[src/rtl/piso_tx.sv]
// Parallel-in/serial-out transmitter with a one-word holding buffer so that
// back-to-back words stream out with no idle bit slot between them.
module piso_tx #(
    parameter int WIDTH     = 4,
    parameter bit MSB_FIRST = 1'b1
) (
    input  logic             clk,
    input  logic             reset,
    input  logic [WIDTH-1:0] pi,
    input  logic             pi_valid,
    output logic             pi_ready,
    output logic             so,
    output logic             so_valid,
    output logic             so_last,
    output logic             busy
);
    localparam int CW = $clog2(WIDTH);
    localparam logic [CW-1:0] LAST = CW'(WIDTH - 1);

    typedef enum logic {IDLE, SHIFT} state_t;

    state_t           state, state_n;
    logic [WIDTH-1:0] sreg, sreg_n, shifted;
    logic [WIDTH-1:0] hold, hold_n;
    logic             hold_full, hold_full_n;
    logic [CW-1:0]    cnt, cnt_n;
    logic             accept, is_last, direct;

    assign pi_ready = reset & ~hold_full;
    assign accept   = pi_valid & pi_ready;
    assign is_last  = (state == SHIFT) && (cnt == LAST);
    // A new word goes straight to the shifter only when the shifter is free
    // at this edge and nothing is already waiting in hold.
    assign direct   = accept & ((state == IDLE) | is_last) & ~hold_full;
    assign shifted  = MSB_FIRST ? {sreg[WIDTH-2:0], 1'b0} : {1'b0, sreg[WIDTH-1:1]};
    assign busy     = (state == SHIFT) | hold_full;

    always_comb begin
        state_n     = state;
        sreg_n      = sreg;
        cnt_n       = cnt;
        hold_n      = hold;
        hold_full_n = hold_full;
        if (is_last && hold_full) begin
            sreg_n      = hold;
            cnt_n       = '0;
            hold_full_n = 1'b0;
        end else if (direct) begin
            sreg_n  = pi;
            cnt_n   = '0;
            state_n = SHIFT;
        end else if (is_last) begin
            cnt_n   = '0;
            state_n = IDLE;
        end else if (state == SHIFT) begin
            sreg_n = shifted;
            cnt_n  = cnt + CW'(1);
        end
        if (accept && !direct) begin
            hold_n      = pi;
            hold_full_n = 1'b1;
        end
    end

    // Serial outputs are registered from next-state values so they line up
    // with the word being presented in the following cycle.
    always_ff @(posedge clk or negedge reset) begin
        if (!reset) begin
            state     <= IDLE;
            sreg      <= '0;
            cnt       <= '0;
            hold      <= '0;
            hold_full <= 1'b0;
            so        <= 1'b0;
            so_valid  <= 1'b0;
            so_last   <= 1'b0;
        end else begin
            state     <= state_n;
            sreg      <= sreg_n;
            cnt       <= cnt_n;
            hold      <= hold_n;
            hold_full <= hold_full_n;
            so        <= (state_n == SHIFT) &
                         (MSB_FIRST ? sreg_n[WIDTH-1] : sreg_n[0]);
            so_valid  <= (state_n == SHIFT);
            so_last   <= (state_n == SHIFT) && (cnt_n == LAST);
        end
    end
endmodule

[config.mk]
export PLATFORM = sky130hd
export DESIGN_NAME = piso_tx
export DESIGN_NICKNAME = d
export VERILOG_FILES = /design/src/rtl/piso_tx.sv
export SDC_FILE = /design/constraint.sdc
export NUM_CORES = 1
export LEC_CHECK = 0
export ABC_AREA = 1
export CAP_MARGIN = 25
export CORE_AREA = 2 2 39 41
export DETAILED_ROUTE_END_ITERATION = 12
export DIE_AREA = 0 0 41 43
export GPL_TIMING_DRIVEN = 0
export MAX_ROUTING_LAYER = met4
export PLACE_DENSITY = 0.83
export SLEW_MARGIN = 20
export SYNTH_ARGS = -nofsm -noshare
export SYNTH_HDL_FRONTEND = slang
export SYNTH_SLANG_ARGS = --single-unit
export TNS_END_PERCENT = 1
[constraint.sdc]
create_clock -name clk -period 2.85 [get_ports clk]
set_clock_uncertainty 0.05 [all_clocks]
set_input_delay 0.285 -clock clk [delete_from_list [all_inputs] [get_ports clk]]
set_output_delay 0.285 -clock clk [all_outputs]
set_load 0.05 [all_outputs]
# Yosys cells after proc, flatten, opt, wreduce, memory -nomap -nowiden
# Cells that the tools add are included.
classes:
  addsub: 1
  n_eq_ne: 3
  mux: 13
  bitwise_logic: 9
  n_reduce_logical: 8
ops:
  columns: ["op", "n"]
  rows:
  - ["$mux W4", 4]
  - ["$mux W2", 4]
  - ["$and A1 B1 Y1", 5]
  - ["$mux W1", 5]
  - ["$eq A2 B2 Y1 const B", 2]
  - ["$logic_and A1 B1 Y1", 4]
  - ["$ne A3 B1 Y1 const B", 1]
  - ["$reduce_bool A3 Y1", 1]
  - ["$add A2 B1 Y2 const B", 1]
  - ["$not A1 Y1", 2]
  - ["$or A1 B1 Y1", 2]
  - ["$reduce_and A2 Y1", 1]
  - ["$reduce_bool A2 Y1", 1]
  - ["$logic_not A1 Y1", 1]
totals:
  ff_bits: 14
  wordCells: 42

# Longest topological paths before layout
logic_depth:
  word_depth: 9
  mapped_depth: 9
  mapped_depth_nobuf: 9

# Least setup slack after synthesis
# Ideal clock, no wire load.
synth_timing:
  path_type: "register to register"
  from: "reg hold_full"
  to: "reg so"
  arrival_ps: 1540
  required_time_ps: 2684
  path_slack_ps: 1144
  stages_incl_launch_ff: 7
  n_path_buf: 0
  synth_period_minus_slack_ps: 1706
  path_cell_list: "dfrtp_1 > nor2_1 > nand3_2 > nand2_1 > nand3_1 > nand2_1 > nor2_1"
synth_via:
  elab_chain_len: 8
  elab_cells_between_ends: 11
synth_lines:
  columns: ["element", "line", "text"]
  rows:
  - ["start: declaration", "25", "logic hold_full, hold_full_n;"]
  - ["start signal: assignment", "82", "hold_full <= hold_full_n;"]
  - ["$not A1 Y1 *", "29", "assign pi_ready = reset & ~hold_full;"]
  - ["$and A1 B1 Y1 *", "29", null]
  - ["named net pi_ready", "11", "output logic pi_ready,"]
  - ["$and A1 B1 Y1 *", "30", "assign accept = pi_valid & pi_ready;"]
  - ["$and A1 B1 Y1 * (2 in a row)", "34", "assign direct = accept & ((state == IDLE) | is_last) & ~hold_full;"]
  - ["$mux W1 or $mux W4 (tied branches)", "48", "end else if (direct) begin"]
  - ["$mux W1 or $mux W4 (tied branches)", "44", "if (is_last && hold_full) begin"]
  - ["$and A1 B1 Y1 *", "83", "so <= (state_n == SHIFT) &"]
  - ["end signal: assignment", "83", null]
  - ["end: declaration", "12", "output logic so,"]
# The timed path passes the listed nets; every way through them passes the cells marked *.
# A chain may end at the register's enable or synchronous reset.

# Final worst setup path
layout_timing:
  from: "in reset"
  to: "out pi_ready"
layout_via:
  elab_chain_len: 1
layout_lines:
  columns: ["element", "line", "text"]
  rows:
  - ["start: declaration", "8", "input logic reset,"]
  - ["$and A1 B1 Y1", "29", null]
  - ["end: declaration", "11", null]
# No other way between the ends.

==> results_dict.tcl <==
set metrics [dict create \
    dieArea_mm2 0.00176 \
    yosys_warnings 0 \
    detail_route.first_pass.iterations 4 \
    timing_worst_slew_pin_value_ns 0.723 \
    layout-area-overhead-vs-synth_pct 25.4 \
    crit_fanout 16 \
    synth.top_cell.area_share_pct 52.6 \
    mappedNetlistNets 84 \
    drcViolationCount 0 \
    run_status "finished, violations left" \
    fin_setup_tns_ns 0 \
    floorplan.rows 14 \
    dpl_worst_slack_ns 0.0862 \
    grt_most_used_layer "met2" \
    die_y_um 43 \
    startpoint_type "input pin" \
    met3_usage_pct 3.14 \
    cts_root_buffer "clkbuf_4" \
    initial_utilization_pct 48.1 \
    routed_via_count_divided_by_cell_count 5.00 \
    clock_sinks 14 \
    timing.final.crit_share_pct 82.8 \
    post_synth.cell_area_avg_um2 8.76 \
    numCtsBuffers 3 \
    globalRouteOverflowTotal 0 \
    final_net_count 100 \
    cts_max_path_buffers 2 \
    holdCritPathClass "in2async" \
    cellLeakagePower_uw 0.000427 \
    postRouteWirelength_um 1320 \
    gr-usage-all-layers_pct 19.2 \
    violations_in_the_final_reports "hold timing" \
    met1_track_utilization_from_global_routing_pct 25.5 \
    synth.largest_area_cell "dfrtp_1" \
    slew_headroom_pct 51.7 \
    hold_viol 14 \
    netlist_instances 76 \
    cp.required_ns 2.52 \
    endpoint_kind "output port" \
    irDropWorstVdd_mv 0.483 \
    grt_pass1_wl_um 2170 \
    p_total_uw 931 \
    max_clock_freq_mhz 424 \
    clock_tree.htree_level_count 1 \
    die_w_um 41 \
    holdWs_ns -0.0206 \
    drt_initial_violations 5 \
    grt_pass1_vias 506 \
    p_per_area_mw_per_mm2 1120 \
    wl_per_cell_um 12.3 \
    routabilityCongestion 0.799 \
    final_period_minus_worst_setup_slack_ns 2.36 \
    path_clk_slew_ns 0.09 \
    rsz0062_at_grt "false" \
    place.port_buffers 11 \
    fin_ws_ns 0.491 \
    tritoncts "done" \
    grt_max_degree 17 \
    drt.antenna.violating_nets 0 \
    final-setup-viol-count 0 \
    vias 535 \
    post-dp-hpwl_um 959 \
    max_cap_violations 0 \
    synth.yosys.seq_area_share_pct 52.6 \
    grt_util_met2_pct 25.6 \
    setup_buffers_after_cts 0 \
    clkLatencyLatePin_ns 0.29 \
    pin_count 12 \
    post_route_cells_drive_above_1_share_pct 17.6 \
    yosys_register_bits 14 \
    yosysUniqueCellTypes 18 \
    worst_ep_arrival_time_ns 2.02 \
    criticalPathCategory "in2out" \
    synth.cell_area_um2 666 \
    antenna-diode-count 0 \
    synth_area_leaders "dfrtp_1 53%, nand2_1 15%, nand3_2 6.0%, inv_1 3.9%, inv_2 2.8%" \
    antenna_found_initial 0 \
    timing.final.max_slew_violations 0 \
    core_region_area_mm2 0.00138 \
]
[flip-flops by register name, indices dropped and copies added (netlist names)]
| name | count |
|---|---|
| hold | 4 |
| cnt | 2 |
| state | 1 |
| sreg | 4 |
| so | 1 |
| hold_full | 1 |
| so_last | 1 |
[logic make-up after synthesis]
| logic type | count (synthesis) | share of synthesized area, % |
|---|---|---|
| buf+inv | 12 | 6.77 |
| xor+xnor | 1 | 1.32 |
| simple gates | 44 | 33.6 |
| compound gates | 4 | 3.76 |
| fa+ha+maj | 1 | 1.88 |
| flops | 14 | 52.6 |
[critical path: stages]
cell and delay (ns):
dlymetal6s2s_1 0.55, inv_1 0.11, nor2_1 0.23, clkdlybuf4s50_1 0.85
[power breakdown]
| group | internal, uW | switching [uW] | total, uW |
|---|---|---|---|
| combinational | 151 | 294 | 445 |
| clock | 77.9 | 66.4 | 144 |
| sequential | 282 | 59.7 | 341 |
| total | 510 | 420 | 931 |
[layer usage]
metal	part of all wire [%]	up-vias
met5	0	-
met4	3.1	0
met3	3.2	4
met2	46	13
met1	48	248
li1	-	270
[through the flow]
step                      hold slack, ns  util, %  cell area [um2]  cells
after floorplan                  -0.0606        -              666     76
after global placement             0.406     57.5              796    103
after detailed placement           0.417     57.5              796    103
after CTS                          0.397     60.1              832    107
after global routing              0.0344     60.3              835    107
final                            -0.0206     60.3              835    107
[cells in the mapped netlist, drive strengths merged]
library cell  number
a22oi              1
nor3               2
nand4              3
dfrtp             14
nor2               5
o211ai             1
xnor2              1
o21ai              2
inv               12
ha                 1
nand3              7
nand2             27
[layout by cell type (no fill, tap or decap), drive strengths merged]
master	instances
o211ai	1
dlymetal6s2s	1
a22oi	1
nor2	5
ha	1
nand2	27
nand3	7
o21ai	2
xnor2	1
nand4	3
inv	12
clkdlybuf4s50	10
clkbuf	4
nor3	2
dfrtp	14
[path summary, 6_finish.rpt]
kind | startpoint | endpoint | slack, ns | cells past startpoint
worst max-delay path | reset | pi_ready | 0.49 | 4
worst min-delay path | reset | hold[2]$_DFFE_PN0P_ | -0.02 | 1
worst max register to register | cnt[0]$_DFF_PN0_ | sreg[1]$_DFFE_PN0P_ | 1.42 | 7
worst min register to register | hold[2]$_DFFE_PN0P_ | hold[2]$_DFFE_PN0P_ | 0.43 | 2
max in group asynchronous | reset | sreg[0]$_DFFE_PN0P_ | 2.31 | 1
min in group clk | hold[2]$_DFFE_PN0P_ | hold[2]$_DFFE_PN0P_ | 0.43 | 2
[cell type report]
| cell class | count | area, um2 |
|---|---|---|
| clock buffer | 4 | 36.3 |
| fill | 127 | 549 |
| inverter | 12 | 45.0 |
| multi-input combinational | 50 | 270 |
| sequential | 14 | 350 |
| tap | 16 | 20.0 |
| timing repair buffer | 11 | 113 |
[timing repair]
item / 4_1_cts / 5_1_grt
gates resized for setup: 0 / 1
hold buffers: 0 / 0
setup endpoints to repair: 0 / 1
(Power assumes the default switching activity.)
